===== config.mk =====
export PLATFORM = sky130hd
export DESIGN_NAME = branch_redirect_unit
export DESIGN_NICKNAME = d
export VERILOG_FILES = /design/src/rtl/branch_redirect_unit.sv
export SDC_FILE = /design/constraint.sdc
export NUM_CORES = 1
export LEC_CHECK = 0
export ABC_AREA = 1
export ABC_CLOCK_PERIOD_IN_PS = 3500
export CAP_MARGIN = 20
export CORE_MARGIN = 1.5
export CORE_UTILIZATION = 45
export DETAILED_ROUTE_END_ITERATION = 10
export GPL_TIMING_DRIVEN = 0
export PLACE_DENSITY = 0.85
export SLEW_MARGIN = 20
export SYNTH_ARGS = -nofsm -noshare
export SYNTH_HDL_FRONTEND = slang
export SYNTH_SLANG_ARGS = --single-unit
export TNS_END_PERCENT = 10

===== constraint.sdc =====
create_clock -name clk -period 3.5 [get_ports clk]
set_input_delay 1.05 -clock clk [delete_from_list [all_inputs] [get_ports clk]]
set_output_delay 1.05 -clock clk [all_outputs]
set_load 0.01 [all_outputs]

===== src/rtl/branch_redirect_unit.sv =====
// Fetch PC owner: resolves BEQ/BNE/J in EX, loads the target and squashes wrong-path instructions.
// Optional feature: define BRANCH_DELAY_SLOT_EN to let the instruction after a branch/jump execute.
module branch_redirect_unit #(
  parameter logic [31:0] RESET_PC = 32'h0000_0000,
  parameter int          CNT_W    = 16
) (
  input  logic             clk,
  input  logic             rst,
  input  logic             stall,
  input  logic             br_valid,
  input  logic             br_beq,
  input  logic             z,
  input  logic [31:0]      br_pc4,
  input  logic [15:0]      br_imm,
  input  logic             jump,
  input  logic [25:0]      jump_index,
  output logic [31:0]      pc,
  output logic             flush,
  output logic             redirect,
  output logic [CNT_W-1:0] br_count,
  output logic [CNT_W-1:0] taken_count
);

  // state   | meaning
  // RUN     | normal fetch; branches and jumps in EX are honoured
  // SLOT    | EX holds the delay-slot instruction, which executes
  // SQUASH1 | EX holds the first wrong-path instruction
  // SQUASH2 | EX holds the last wrong-path instruction
  typedef enum logic [1:0] {RUN, SLOT, SQUASH1, SQUASH2} state_t;

  state_t      state, state_nxt;
  logic        in_run, taken, act, flush_nxt, redirect_q;
  logic [31:0] br_target, j_target, target, pc_nxt;

  assign in_run    = (state == RUN);
  assign taken     = br_valid & (br_beq ? z : ~z);
  assign act       = (taken | jump) & ~stall & in_run;
  assign br_target = br_pc4 + {{14{br_imm[15]}}, br_imm, 2'b00};
  assign j_target  = {br_pc4[31:28], jump_index, 2'b00};
  assign target    = jump ? j_target : br_target;
  assign pc_nxt    = act ? target : pc + 32'd4;
  assign redirect  = redirect_q & ~stall;

  always_comb begin
    state_nxt = state;
    case (state)
      RUN: begin
        if (act) begin
`ifdef BRANCH_DELAY_SLOT_EN
          state_nxt = SLOT;
`else
          state_nxt = SQUASH1;
`endif
        end
      end
      SLOT:    state_nxt = SQUASH2;
      SQUASH1: state_nxt = SQUASH2;
      SQUASH2: state_nxt = RUN;
      default: state_nxt = RUN;
    endcase
    flush_nxt = (state_nxt == SQUASH1) || (state_nxt == SQUASH2);
  end

  always_ff @(posedge clk or posedge rst) begin
    if (rst) begin
      state       <= RUN;
      pc          <= RESET_PC;
      flush       <= 1'b0;
      redirect_q  <= 1'b0;
      br_count    <= '0;
      taken_count <= '0;
    end else begin
      // act is already gated by stall, so a stalled edge clears the pulse
      redirect_q <= act;
      if (!stall) begin
        state <= state_nxt;
        pc    <= pc_nxt;
        flush <= flush_nxt;
        if (in_run && br_valid) br_count    <= br_count + 1'b1;
        if (in_run && taken)    taken_count <= taken_count + 1'b1;
      end
    end
  end

endmodule


==> impl_metrics.tcl <==
set metrics [dict create \
    min_period_ns 3.31 \
    fillers 1192 \
    reg2reg_from "pc[2]" \
    drive_gt1_share_pct 3.77 \
    synth_warnings 0 \
    hold_path_class "reg -> reg" \
    grt_pass1_vias 6215 \
    path_max_fanout 10 \
    dpl.hpwl_um 14200 \
    clock_path_buffers 2 \
    cp.required_ns 2.45 \
    rows 42 \
    synth_cells 951 \
    firstDrtPassIters 5 \
    hold_depth 2 \
    maxCapViolCount 0 \
    postSynthNetCount 1066 \
    ys_types 37 \
    rrSetupSlack_ns 1.31 \
    arrival_ns 2.26 \
    ctsHoldBuffers 0 \
    diodes 0 \
    synth-seq-cells 68 \
    status "completed" \
    drcViolationCount 0 \
    totalWireLength_um 17900 \
    seq_area_um2 1700 \
    startpoint "stall" \
    core_um2 13200 \
    clkLatencyLatePin_ns 0.34 \
    worst_slew_pin_slew_ns 0.636 \
    finalHoldViolCount 0 \
    finalMaxSlewViolations 0 \
    syn_area_um2 6050 \
    die_w_um 119 \
    avgSynthCellArea_um2 6.36 \
    path_class "in -> out" \
    cts_made_buffers 9 \
    ff2ff_path_depth 14 \
    irDropWorstVdd_mv 0.237 \
    track_usage_pct 25.7 \
    p_per_area_nw_per_um2 533 \
    end_kind "output pin" \
    io_pins 147 \
    wl_per_cell_um 13.9 \
    multi_input_area_um2 3810 \
    antenna_found_initial 0 \
    hold_slack_ns 0.482 \
    yosysSeqAreaShare_pct 28.1 \
    slew_headroom_pct 57.6 \
    worstHoldStart "pc[0]" \
    htreeDepth 3 \
    final_common_cell "nand2_1" \
    place.gp.congestion 0.941 \
    grt.overflow.total 0 \
    fin_setup_tns_ns 0 \
    cts_sinks 68 \
    leakagePower_nw 4.04 \
    grt_pass1_wl_um 29100 \
    grt_max_degree 59 \
    viasPerCell 5.19 \
    post_cts_resized 3 \
    cts_tree "done" \
    r2r_end "pc[30]" \
    rsz0062_at_grt "no" \
    min_to "pc[0]" \
    final_cell_mix "nand2_1 (267), nor2_1 (162), clkdlybuf4s50_1 (144)" \
    clk_pin_slew_ns 0.06 \
    num-nets-final 1224 \
    start_kind "input port" \
    finalSetupViolations 0 \
    timing.final.crit_share_pct 94.6 \
    area_delta_synth_final_pct 34.0 \
    vias 6684 \
    cts-root-buf "clkbuf_16" \
    ant_nets 0 \
    die_y_um 119 \
    skew_ns 0.00536 \
    initialDrtViolationCount 373 \
    postCtsSetupRepairBufs 0 \
    fmax_mhz 302 \
    io_buffers 146 \
    die_area_um2 14100 \
    start_util_pct 45.8 \
]
==> worst max-delay path by stage <==
stage	to
after global placement	pc[7]
after global routing	redirect
after floorplan	br_count[0]
after CTS	redirect
final	redirect
after detailed placement	redirect
==> per-layer routing <==
metal | part of all wire (%) | global-route usage, % | wire length, um | vias to the layer above
met4 | 3.4 | 11.9 | 606 | 0
met5 | 0 | 0 | 0 | -
met1 | 40 | 31.3 | 7220 | 3031
met2 | 50 | 45.2 | 8850 | 266
li1 | - | - | - | 3338
met3 | 6.7 | 3.02 | 1200 | 49
==> registers in the layout, summed over array words and instances, names as in the netlist <==
name         cells
br_count        16
flush            1
pc              32
redirect_q       1
state            2
taken_count     16
==> kinds of logic (layout without fill, tap and decap cells) <==
kind of cell	Yosys count	after routing	share of synthesized area (%)
AOI/OAI and AO/OA	113	113	10.0
and+or+nand+nor	541	541	37.7
adders and majority gates	34	34	7.16
xor gates and xnor gates	56	56	8.11
DFF	68	68	28.1
buffers and inverters	139	301	8.81
==> worst max-delay path, cell delays in order <==
cell and delay, ns:
dlygate4sd2_1 0.32, clkbuf_4 0.23, nor2_1 0.12, clkdlybuf4s50_1 0.54
==> synth_stat cells <==
master      n  share of area (%)
and2_1      2               0.21
nand3_2     1               0.17
nor3_2      3               0.50
a21oi_1    58                4.8
nor3b_1     1               0.12
fa_1        1               0.33
buf_4       1               0.12
ha_1       33                6.8
a31oi_1     8               0.83
nor2_1    162                 10
nand4_4     1               0.35
o21ai_0    34                2.8
nand4_1    11                1.1
nor4_2      1               0.21
inv_2       3               0.19
nor4_1      1               0.10
a21o_1      2               0.25
inv_1     116                7.2
nand3_1    63                5.2
nand3b_1    1               0.12
xnor2_1    23                3.3
nand2_2     4               0.41
dfrtp_1    68                 28
nand3_4     1               0.29
a32oi_1     1               0.14
nor3_1     16                1.3
inv_4       1               0.10
clkbuf_1   14               0.87
nor2_4      4               0.74
a22oi_1     1               0.12
and3_1      2               0.21
o211ai_1    3               0.37
nand2_1   267                 17
buf_2       4               0.33
o21ai_1     1              0.083
o21bai_1    5               0.62
xor2_1     33                4.8
==> cell type report <==
| type | instances | area share (%) |
|---|---|---|
| clock buffers | 9 | 2.78 |
| repair buffers | 147 | 18.4 |
| well taps | 176 | 2.72 |
| multi-input cells | 744 | 47.1 |
| clock inverters | 6 | 1.41 |
| plain buffers | 19 | 1.03 |
| inverters | 120 | 5.62 |
| flip-flops and latches | 68 | 21.0 |
==> power breakdown <==
| part | total [mW] | switching (mW) | internal [mW] |
|---|---|---|---|
| logic | 1.96 | 1.06 | 0.905 |
| clock network | 1.03 | 0.340 | 0.692 |
| registers | 1.32 | 0.309 | 1.01 |
| total | 4.32 | 1.71 | 2.61 |
==> per-stage QoR <==
step                      instance area (um^2)  util (%)  total power, mW  instances  setup slack [ns]
after floorplan                           6050         -             2.38        951             0.738
after CTS                                 8100      61.4             4.30       1289             0.187
after global routing                      8100      61.4             4.58       1289            0.0987
final                                     8100      61.4             4.32       1289             0.188
after global placement                    7730      58.6             3.19       1273            -0.351
after detailed placement                  7760      58.8             3.24       1274            -0.258
Note: power is estimated with default switching activity, not from simulation.
